File: src/rtl/mult_arbiter.sv
// mult_arbiter: two requesters share one combinational 4x4 multiplier through a
// round-robin IDLE/CALC handshake; operands and products are registered.

module mult #(
  parameter int OP_W = 4
) (
  input  logic [OP_W-1:0]   a,
  input  logic [OP_W-1:0]   b,
  output logic [2*OP_W-1:0] p
);

  // Array multiplier: accumulate one shifted partial-product row per bit of b
  always_comb begin
    p = {(2*OP_W){1'b0}};
    for (int i = 0; i < OP_W; i++) begin
      p = p + ({{OP_W{1'b0}}, a & {OP_W{b[i]}}} << i);
    end
  end

endmodule

module mult_arbiter #(
  parameter int OP_W = 4
) (
  input  logic                clk,
  input  logic                rst_n,
  input  logic                req0,
  input  logic [OP_W-1:0]     opA0,
  input  logic [OP_W-1:0]     opB0,
  output logic                ack0,
  output logic                done0,
  output logic [2*OP_W-1:0]   result0,
  input  logic                req1,
  input  logic [OP_W-1:0]     opA1,
  input  logic [OP_W-1:0]     opB1,
  output logic                ack1,
  output logic                done1,
  output logic [2*OP_W-1:0]   result1,
  output logic                busy
);

  typedef enum logic {
    IDLE = 1'b0,
    CALC = 1'b1
  } state_t;

  state_t              state_q, state_d;
  logic [OP_W-1:0]     opa_q, opa_d;
  logic [OP_W-1:0]     opb_q, opb_d;
  logic                gnt_id_q, gnt_id_d;
  logic                last_q, last_d;
  logic                ack0_q, ack0_d;
  logic                ack1_q, ack1_d;
  logic                done0_q, done0_d;
  logic                done1_q, done1_d;
  logic [2*OP_W-1:0]   result0_q, result0_d;
  logic [2*OP_W-1:0]   result1_q, result1_d;
  logic                busy_q, busy_d;
  logic [2*OP_W-1:0]   product_s;
  logic                winner_s;

  mult #(.OP_W(OP_W)) u_mult (
    .a (opa_q),
    .b (opb_q),
    .p (product_s)
  );

  // Round-robin pick: a lone request wins, a tie goes to the one not served last
  always_comb begin
    if (req0 && req1) begin
      winner_s = ~last_q;
    end else begin
      winner_s = req1;
    end
  end

  // Next-state and registered-output computation for the IDLE/CALC handshake
  always_comb begin
    state_d   = state_q;
    opa_d     = opa_q;
    opb_d     = opb_q;
    gnt_id_d  = gnt_id_q;
    last_d    = last_q;
    ack0_d    = 1'b0;
    ack1_d    = 1'b0;
    done0_d   = 1'b0;
    done1_d   = 1'b0;
    result0_d = result0_q;
    result1_d = result1_q;
    case (state_q)
      IDLE: begin
        if (req0 || req1) begin
          opa_d    = winner_s ? opA1 : opA0;
          opb_d    = winner_s ? opB1 : opB0;
          gnt_id_d = winner_s;
          last_d   = winner_s;
          ack0_d   = ~winner_s;
          ack1_d   = winner_s;
          state_d  = CALC;
        end else begin
          state_d  = IDLE;
        end
      end
      CALC: begin
        // Requests are ignored here; only the granted result register moves
        if (gnt_id_q) begin
          result1_d = product_s;
          done1_d   = 1'b1;
        end else begin
          result0_d = product_s;
          done0_d   = 1'b1;
        end
        state_d = IDLE;
      end
      default: begin
        state_d = IDLE;
      end
    endcase
    busy_d = (state_d == CALC);
  end

  // State and output registers; reset discards any in-flight operation
  always_ff @(posedge clk or negedge rst_n) begin
    if (!rst_n) begin
      state_q   <= IDLE;
      opa_q     <= {OP_W{1'b0}};
      opb_q     <= {OP_W{1'b0}};
      gnt_id_q  <= 1'b0;
      last_q    <= 1'b1;
      ack0_q    <= 1'b0;
      ack1_q    <= 1'b0;
      done0_q   <= 1'b0;
      done1_q   <= 1'b0;
      result0_q <= {(2*OP_W){1'b0}};
      result1_q <= {(2*OP_W){1'b0}};
      busy_q    <= 1'b0;
    end else begin
      state_q   <= state_d;
      opa_q     <= opa_d;
      opb_q     <= opb_d;
      gnt_id_q  <= gnt_id_d;
      last_q    <= last_d;
      ack0_q    <= ack0_d;
      ack1_q    <= ack1_d;
      done0_q   <= done0_d;
      done1_q   <= done1_d;
      result0_q <= result0_d;
      result1_q <= result1_d;
      busy_q    <= busy_d;
    end
  end

  assign ack0    = ack0_q;
  assign ack1    = ack1_q;
  assign done0   = done0_q;
  assign done1   = done1_q;
  assign result0 = result0_q;
  assign result1 = result1_q;
  assign busy    = busy_q;

endmodule
File: config.mk
export PLATFORM = sky130hd
export DESIGN_NAME = mult_arbiter
export DESIGN_NICKNAME = d
export VERILOG_FILES = /design/src/rtl/mult_arbiter.sv
export SDC_FILE = /design/constraint.sdc
export NUM_CORES = 1
export LEC_CHECK = 0
export BUFFER_PORTS_ARGS = -buffer_cell sky130_fd_sc_hd__buf_4
export CORE_MARGIN = 10
export CORE_UTILIZATION = 34
export DETAILED_ROUTE_END_ITERATION = 8
export PLACE_DENSITY = 0.62
export SLEW_MARGIN = 20
export SYNTH_ARGS = -nofsm -noshare
export SYNTH_HDL_FRONTEND = slang
export SYNTH_SLANG_ARGS = --single-unit
File: constraint.sdc
create_clock -name clk -period 4.1 [get_ports clk]
set_input_delay 0.82 -clock clk [delete_from_list [all_inputs] [get_ports clk]]
set_output_delay 0.82 -clock clk [all_outputs]
set_load 0.01 [all_outputs]
==> PnR_summary.wiki, run 1 <==
{| class="wikitable"
! Metric !! Value
|-
| Maximum vdd ir drop || 0.1596 mV
|-
| Largest net degree at the start of global routing || 32
|-
| FF-to-FF path depth || 8
|-
| GR Overflow Total || 0
|-
| Post-cts gate resize count || 0
|-
| Reg-to-Reg Start || opb_q[2]
|-
| Area added between synthesis and finish || 25.55%
|-
| Initial antenna violation count || 0
|-
| Switching power of the nets || 0.3844 mW
|-
| Drc violations || 0
|-
| Nets || 227
|-
| Via density per instance || 4.727
|-
| Fraction of registers with async set/reset || 100.0%
|-
| Clock power frac || 21.2%
|-
| Total CTS buffers || 5
|-
| Unrepaired setup endpoints after global routing || no
|-
| Via total after detailed routing || 1229
|-
| Instance count of the mapped netlist || 151
|-
| Top FF cell, synth || sky130_fd_sc_hd__dfrtp_1
|-
| Max-slew violation count || 0
|-
| Max-slew headroom || 61.11%
|-
| Number of core rows || 25
|-
| Average wire length per cell after detail routing || 13.60 um
|-
| CP endpoint kind || flip-flop
|-
| Flop-to-flop setup slack || 1.06 ns
|-
| Maximum fanout count along the critical path || 5
|-
| Critical path startpoint category || flip-flop
|-
| Number of I/O port buffers || 40
|-
| Number of buffers added for setup after CTS || 0
|-
| Total of max-cap violations || 0
|-
| Cell area after layout || 2152 um2
|-
| Data required time at the worst endpoint || 4.32 ns
|-
| Setup CP Type || reg2reg
|-
| Post-layout min period || 3.039 ns
|-
| Cell at the root of the clock tree || sky130_fd_sc_hd__clkbuf_8
|-
| Launching element of the worst setup path || opb_q[2]
|-
| Post-Place Cell Area || 2061 um2
|-
| Area share of the largest cell type after synthesis || 43.80%
|-
| Power density over cell area || 535.6 nW/um2
|-
| Final Hold Violating Endpoints || 0
|-
| Worst-margin pin slew || 0.5830 ns
|-
| Aggregate negative setup slack || 0 ns
|-
| Post-Syn Nets || 186
|-
| Height of the die || 91.01 um
|-
| Starting density of the core || 35.58%
|-
| Sequential cell area fraction in the yosys report || 45.33%
|-
| Via count of the first global-routing pass || 1346
|-
| Final standard cell utilization of the core || 44.68%
|-
| Distinct cell type count after synthesis || 36
|-
| Internal cell power || 0.7682 mW
|-
| Share of the clock period used by the worst path || 74.12%
|-
| Final estimated routing congestion in global placement || 0.8154
|-
| DPL Wire Length || 2787 um
|-
| Class of the most critical hold timing path || in2async
|-
| Number of nets with antenna violations after detailed routing || 0
|-
| Floorplan die width || 91.01 um
|-
| Highest attainable clock frequency || 0.3290 GHz
|-
| Final setup violation count || 0
|-
| Maximum clock skew at final layout || 0.006730 ns
|-
| Number of synthesized flops with an enable pin || 0
|-
| Worst endpoint data arrival time || 3.26 ns
|-
| Overall global routing resource usage || 9.085%
|-
| Insertion delay to the later sink of the worst-skew pair || 0.28 ns
|-
| Yosys warns || 0
|-
| Global-route wire length before repair || 6348 um
|-
| Count of pins on the block boundary || 41
|-
| Net switching fraction of the power || 33.35%
|-
| #FFs+latches synth || 31
|-
| CORE AREA || 4817 um2
|-
| Syn Area/Cell || 11.35 um2
|-
| Cell area after technology mapping || 1714 um2
|-
| Antenna Diode Count || 0
|-
| Area enclosed by the die boundary || 8282 um2
|-
| Outcome || completed
|-
| CTS clk-pin slew, worst paths || 0.07 ns
|-
| TritonCTS clock tree || yes
|-
| Biggest area contributors in the synthesized netlist || sky130_fd_sc_hd__dfrtp_1 44%, sky130_fd_sc_hd__ha_1 7.3%, sky130_fd_sc_hd__fa_1 5.8%, sky130_fd_sc_hd__mux2_2 5.3%, sky130_fd_sc_hd__nand2_1 4.2%
|-
| Proportion of layout cells with a drive suffix above 1 || 31.61%
|-
| Initial DRT Pass Iterations || 4
|-
| Violation count after the first detailed-routing iteration || 59
|-
| Endpoint of the most critical setup path || result0[7]
|-
| Number of fillers in the final layout || 501
|-
| Reg2Reg Capture Point || result0[7]
|-
| Maximum count of clock buffers along a single path || 2
|-
| Largest area contributor in the synthesized netlist || sky130_fd_sc_hd__dfrtp_1
|-
| Sequential group share of total power || 40.6%
|-
| Standby leakage power || 1.101 nW
|-
| Overall routed net length || 3537 um
|-
| Post-cts hold buffer count || 0
|-
| Share of power burned in combinational logic || 38.2%
|-
| Clock sink total || 31
|-
| Worst hold slack || 0.4493 ns
|-
| H-tree depth || 2
|}
power groups by stage:
stage / clock (mW) / combinational [mW] / sequential (mW)
floorplan: 0 / 0.245 / 0.488
global placement: 0 / 0.446 / 0.471
detailed placement: 0 / 0.451 / 0.475
CTS: 0.252 / 0.454 / 0.470
global route: 0.270 / 0.504 / 0.485
finish: 0.244 / 0.441 / 0.468
critical path, stage by stage, from the launching register on:
cell,delay [ns]
sky130_fd_sc_hd__dfrtp_1,0.41
sky130_fd_sc_hd__and2_1,0.19
sky130_fd_sc_hd__fa_1,0.50
sky130_fd_sc_hd__fa_1,0.50
sky130_fd_sc_hd__ha_1,0.23
sky130_fd_sc_hd__fa_1,0.40
sky130_fd_sc_hd__a21oi_1,0.24
sky130_fd_sc_hd__or4bb_1,0.42
sky130_fd_sc_hd__nand3_1,0.09
cell usage after synthesis, types with 2 or more instances:
| master | instances |
|---|---|
| sky130_fd_sc_hd__a21oi_1 | 3 |
| sky130_fd_sc_hd__a221o_1 | 2 |
| sky130_fd_sc_hd__a221oi_1 | 4 |
| sky130_fd_sc_hd__and2_1 | 10 |
| sky130_fd_sc_hd__and3_1 | 2 |
| sky130_fd_sc_hd__and4b_1 | 3 |
| sky130_fd_sc_hd__buf_2 | 3 |
| sky130_fd_sc_hd__dfrtp_1 | 30 |
| sky130_fd_sc_hd__fa_1 | 5 |
| sky130_fd_sc_hd__ha_1 | 10 |
| sky130_fd_sc_hd__inv_1 | 8 |
| sky130_fd_sc_hd__mux2_2 | 8 |
| sky130_fd_sc_hd__mux2i_1 | 6 |
| sky130_fd_sc_hd__nand2_1 | 19 |
| sky130_fd_sc_hd__nand3_1 | 2 |
| sky130_fd_sc_hd__nor4bb_1 | 3 |
| sky130_fd_sc_hd__o211ai_1 | 2 |
| sky130_fd_sc_hd__o21ai_0 | 10 |
| sky130_fd_sc_hd__or3_1 | 2 |
| sky130_fd_sc_hd__or4b_1 | 2 |
| sky130_fd_sc_hd__or4bb_1 | 2 |
per-stage QoR:
step | cells | setup slack, ns | total power [mW]
5_1_grt | 260 | 0.9058 | 1.259
3_3_place_gp | 252 | 1.106 | 0.9170
3_5_place_dp | 252 | 1.034 | 0.9257
2_1_floorplan | 151 | 1.197 | 0.7326
6_report | 260 | 1.061 | 1.153
4_1_cts | 260 | 1.047 | 1.175
registers in the layout, summed over array words and instances (netlist names):
| register | flops |
|---|---|
| opb_q | 4 |
| ack1 | 1 |
| result0 | 8 |
| ack0 | 1 |
| opa_q | 4 |
| last_q | 1 |
| result1 | 8 |
| gnt_id_q | 1 |
| done0 | 1 |
| busy | 1 |
| done1 | 1 |
per-layer routing:
metal	track usage, %	wire length [um]	vias up
li1	-	-	619
met1	11.15	1716	564
met2	13.48	1466	41
met3	4.280	304	5
met4	3.525	49	0
met5	0	0	-
cell families after synthesis:
logic type               share of synthesized area (%)
XOR/XNOR                                        0.5110
AO/OA/AOI/OAI                                    9.927
flip-flops                                       45.33
AND/OR/NAND/NOR                                  18.18
multiplexers                                     8.759
buffers and inverters                            4.160
adder cells (fa/ha/maj)                          13.14
final cells by class:
cell class / count / area [um2] / share of cell area, %
repair buffers: 40 / 300.3 / 13.95
well taps: 67 / 83.83 / 3.895
multi-input cells: 105 / 865.8 / 40.23
clock buffers: 7 / 86.33 / 4.012
clock inverters: 1 / 5.005 / 0.2326
inverters: 9 / 33.78 / 1.570
flip-flops and latches: 31 / 777.0 / 36.10
cells in the final DEF, fill, tap and decap left out, types with 3 or more instances in the layout:
cell type and instances:
sky130_fd_sc_hd__buf_4 40, sky130_fd_sc_hd__dfrtp_1 30, sky130_fd_sc_hd__nand2_1 19, sky130_fd_sc_hd__and2_1 10, sky130_fd_sc_hd__o21ai_0 10, sky130_fd_sc_hd__ha_1 10
sky130_fd_sc_hd__inv_1 8, sky130_fd_sc_hd__mux2_2 8, sky130_fd_sc_hd__mux2i_1 6, sky130_fd_sc_hd__clkbuf_8 6, sky130_fd_sc_hd__fa_1 5, sky130_fd_sc_hd__a221oi_1 4
sky130_fd_sc_hd__a21oi_1 3, sky130_fd_sc_hd__nor4bb_1 3, sky130_fd_sc_hd__and4b_1 3
how the worst min path moves through the flow:
| stage | slack [ns] | from | endpoint |
|---|---|---|---|
| floorplan | 0.50 | opa_q[1] | opa_q[1] |
| global placement | 0.47 | result1[5] | result1[5] |
| detailed placement | 0.47 | result1[5] | result1[5] |
| CTS | 0.46 | rst_n | done0 |
| global route | 0.48 | rst_n | done0 |
| finish | 0.45 | rst_n | result0[6] |
Power figures use the tool's default switching activity.
==> run 2: changes to the inputs <==
Settings changed: ABC_AREA set to 1.
Clock period 4.1 ns to 3.1 ns, I/O delays scaled along.
==> run 2 against run 1 <==
Effect of this change: synthesized area down 1.2%; sequential power up 30%; final area up 0.41%; register-to-register slack worse by 0.62 ns; power up 44%; largest cell class is now registers; critical path type unchanged; clock skew about the same; clock power up 67%; sequential share of layout area down 0.15 points.
==> PnR_summary.wiki, run 2 <==
{| class="wikitable"
! Metric !! Value
|-
| Via total after detailed routing || 1308 (+6.4%)
|-
| Maximum count of clock buffers along a single path || 2 (unchanged)
|-
| Post-cts gate resize count || 0 (unchanged)
|-
| Leading post-synthesis cells by instance count || 72 x sky130_fd_sc_hd__nand2_1, 32 x sky130_fd_sc_hd__inv_1, 30 x sky130_fd_sc_hd__dfrtp_1, 12 x sky130_fd_sc_hd__nand3_1
|-
| Final standard cell utilization of the core || 45.15% (+0.47 points)
|-
| Number of buffers added for setup after CTS || 0 (unchanged)
|-
| Unrepaired setup endpoints after global routing || no
|-
| Instance count of the mapped netlist || 196 (+30%)
|-
| Count of pins on the block boundary || 41 (unchanged)
|-
| Starting density of the core || 35.40% (-0.19 points)
|-
| Nets || 274 (+21%)
|-
| Final Hold Violating Endpoints || 0 (unchanged)
|-
| Final estimated routing congestion in global placement || 0.8518 (+4.5%)
|-
| Cell at the root of the clock tree || sky130_fd_sc_hd__clkbuf_8
|-
| Floorplan die width || 90.59 um (-0.46%)
|-
| H-tree depth || 2 (unchanged)
|-
| Critical path startpoint category || flip-flop
|-
| FF-to-FF path depth || 10 (+2)
|-
| Outcome || completed
|-
| CORE AREA || 4786 um2 (-0.65%)
|-
| Highest attainable clock frequency || 0.3760 GHz (+14%)
|-
| Number of standard cells in the final layout excluding fillers || 307 (+18%)
|-
| Initial DRT Pass Iterations || 4 (unchanged)
|-
| Maximum clock skew at final layout || 0.006663 ns (-0.00006684 ns)
|-
| Placed cell count || 299 (+19%)
|-
| Power density over cell area || 768.7 nW/um2 (+44%)
|-
| Height of the die || 90.59 um (-0.46%)
|-
| Violation count after the first detailed-routing iteration || 69 (+17%)
|-
| Class of the most critical hold timing path || in2async
|-
| Reg2Reg Capture Point || result0[7]
|-
| Most frequent cell after synthesis || sky130_fd_sc_hd__nand2_1
|-
| Post-cts hold buffer count || 0 (unchanged)
|-
| Overall routed net length || 3478 um (-1.7%)
|-
| Antenna Diode Count || 0 (unchanged)
|-
| Data required time at the worst endpoint || 3.27 ns (-1.05 ns)
|-
| Maximum fanout count along the critical path || 5 (unchanged)
|-
| Top FF cell, synth || sky130_fd_sc_hd__dfrtp_1
|-
| Sequential cell area fraction in the yosys report || 45.86% (+0.54 points)
|-
| Max-slew headroom || 63.87% (+2.8 points)
|-
| Overall global routing resource usage || 9.206% (+0.12 points)
|-
| Largest area contributor in the synthesized netlist || sky130_fd_sc_hd__dfrtp_1
|-
| Final setup violation count || 0 (unchanged)
|-
| Number of fillers in the final layout || 487 (-2.8%)
|-
| Number of core rows || 25 (unchanged)
|-
| Total CTS buffers || 5 (unchanged)
|-
| Standby leakage power || 1.245 nW (+13%)
|-
| Area share of the largest cell type after synthesis || 44.31% (+0.52 points)
|-
| Post-layout min period || 2.660 ns (-0.3794 ns)
|-
| CP endpoint kind || flip-flop
|-
| Number of nets with antenna violations after detailed routing || 0 (unchanged)
|-
| Clock sink total || 31 (unchanged)
|-
| Fraction of registers with async set/reset || 100.0% (unchanged)
|-
| Distinct cell type count after synthesis || 20 (-44%)
|-
| Leading cell types in the layout, fill and taps excluded || 72 x sky130_fd_sc_hd__nand2_1, 40 x sky130_fd_sc_hd__buf_4, 32 x sky130_fd_sc_hd__inv_1
|-
| Proportion of layout cells with a drive suffix above 1 || 26.25% (-5.4 points)
|-
| Area added between synthesis and finish || 27.55%
|-
| Final Power || 1.661 mW (+44%)
|-
| Drc violations || 0 (unchanged)
|-
| Worst-margin pin slew || 0.5406 ns (-0.04241 ns)
|-
| Via count of the first global-routing pass || 1361 (+1.1%)
|-
| Aggregate negative setup slack || 0 ns (unchanged)
|-
| Average wire length per cell after detail routing || 11.33 um (-17%)
|-
| Worst endpoint data arrival time || 2.83 ns (-0.43 ns)
|-
| Via density per instance || 4.261 (-9.9%)
|-
| CTS clk-pin slew, worst paths || 0.07 ns (about the same)
|-
| Initial antenna violation count || 0 (unchanged)
|-
| Worst hold slack || 0.2597 ns (-0.1896 ns)
|-
| Area enclosed by the die boundary || 8207 um2 (-0.91%)
|-
| Global-route wire length before repair || 6348 um (unchanged)
|-
| Most frequent standard cell in the layout excluding fill and tap cells || sky130_fd_sc_hd__nand2_1
|-
| #FFs+latches synth || 31 (unchanged)
|-
| Syn Area/Cell || 8.643 um2 (-24%)
|-
| Number of synthesized flops with an enable pin || 0 (unchanged)
|-
| Largest net degree at the start of global routing || 32 (unchanged)
|-
| Flop-to-flop setup slack || 0.44 ns (-0.62 ns)
|-
| Biggest area contributors in the synthesized netlist || sky130_fd_sc_hd__dfrtp_1 44%, sky130_fd_sc_hd__nand2_1 16%, sky130_fd_sc_hd__ha_1 7.4%, sky130_fd_sc_hd__inv_1 7.1%, sky130_fd_sc_hd__fa_1 5.9%
|-
| Number of I/O port buffers || 40 (unchanged)
|-
| Maximum vdd ir drop || 0.2771 mV (+74%)
|-
| DPL Wire Length || 2791 um (+0.17%)
|-
| Yosys warns || 0 (unchanged)
|-
| Reg-to-Reg Start || opb_q[1]
|-
| Post-Syn Nets || 231 (+24%)
|-
| Setup CP Type || reg2reg
|-
| Insertion delay to the later sink of the worst-skew pair || 0.29 ns (about the same)
|-
| GR Overflow Total || 0 (unchanged)
|-
| TritonCTS clock tree || yes
|-
| Cell area after technology mapping || 1694 um2 (-1.2%)
|-
| Total of max-cap violations || 0 (unchanged)
|-
| Share of the clock period used by the worst path || 85.80% (+12 points)
|-
| Max-slew violation count || 0 (unchanged)
|}
## run 2: worst max-delay path by stage
stage             start    endpoint  depth (start not counted)
2_1_floorplan  opb_q[2]  result0[7]                         10
3_3_place_gp   opb_q[2]  result1[7]                         10
3_5_place_dp   opa_q[1]  result1[7]                         10
4_1_cts        opb_q[1]  result1[7]                         10
5_1_grt        opa_q[1]  result1[7]                         10
6_report       opb_q[1]  result0[7]                         10
## run 2: cell type report
type	count	area (um2)	share of cell area [%]
Multi-Input combinational cell	127	754.5	34.92
Sequential cell	31	777.0	35.96
Tap cell	67	83.83	3.880
Timing Repair Buffer	40	300.3	13.90
Inverter	34	127.6	5.906
Clock inverter	2	35.03	1.621
Clock buffer	6	82.58	3.822
## run 2: through the flow
step / setup WS [ns] / instance area [um2]
after floorplan: 0.5564 / 1694
after global placement: 0.4892 / 2043
after detailed placement: 0.4525 / 2043
after CTS: 0.4306 / 2161
after global routing: 0.2879 / 2161
final: 0.4403 / 2161
## run 2: cells by family after synthesis
family	synth area share, %
xor+xnor	0.5171
simple gates	21.42
flops	45.86
compound gates	9.305
fa+ha+maj	13.29
buf+inv	9.601
## run 2: metal layers
layer	track usage, %	wire [um]	part of all wire [%]	vias up
met5	0	0	0	-
met4	3.316	29	0.83	0
met3	4.572	254	7.3	4
met2	13.28	1437	41	37
met1	11.49	1756	50	579
li1	-	-	-	688
## run 2: critical path, stage by stage, from the launching register on
cell	delay (ns)
sky130_fd_sc_hd__dfrtp_1	0.43
sky130_fd_sc_hd__nand2_1	0.08
sky130_fd_sc_hd__inv_1	0.05
sky130_fd_sc_hd__fa_1	0.48
sky130_fd_sc_hd__fa_1	0.49
sky130_fd_sc_hd__ha_1	0.25
sky130_fd_sc_hd__fa_1	0.43
sky130_fd_sc_hd__nand3_1	0.11
sky130_fd_sc_hd__nand3_1	0.09
sky130_fd_sc_hd__nand3_1	0.08
sky130_fd_sc_hd__nand2_1	0.05
## run 2: where the power goes
part           internal, mW  switching (mW)  leakage [nW]  total, mW
clock                 0.260           0.148        0.0612      0.408
combinational         0.291           0.354         0.793      0.645
sequential            0.524          0.0839         0.391      0.608
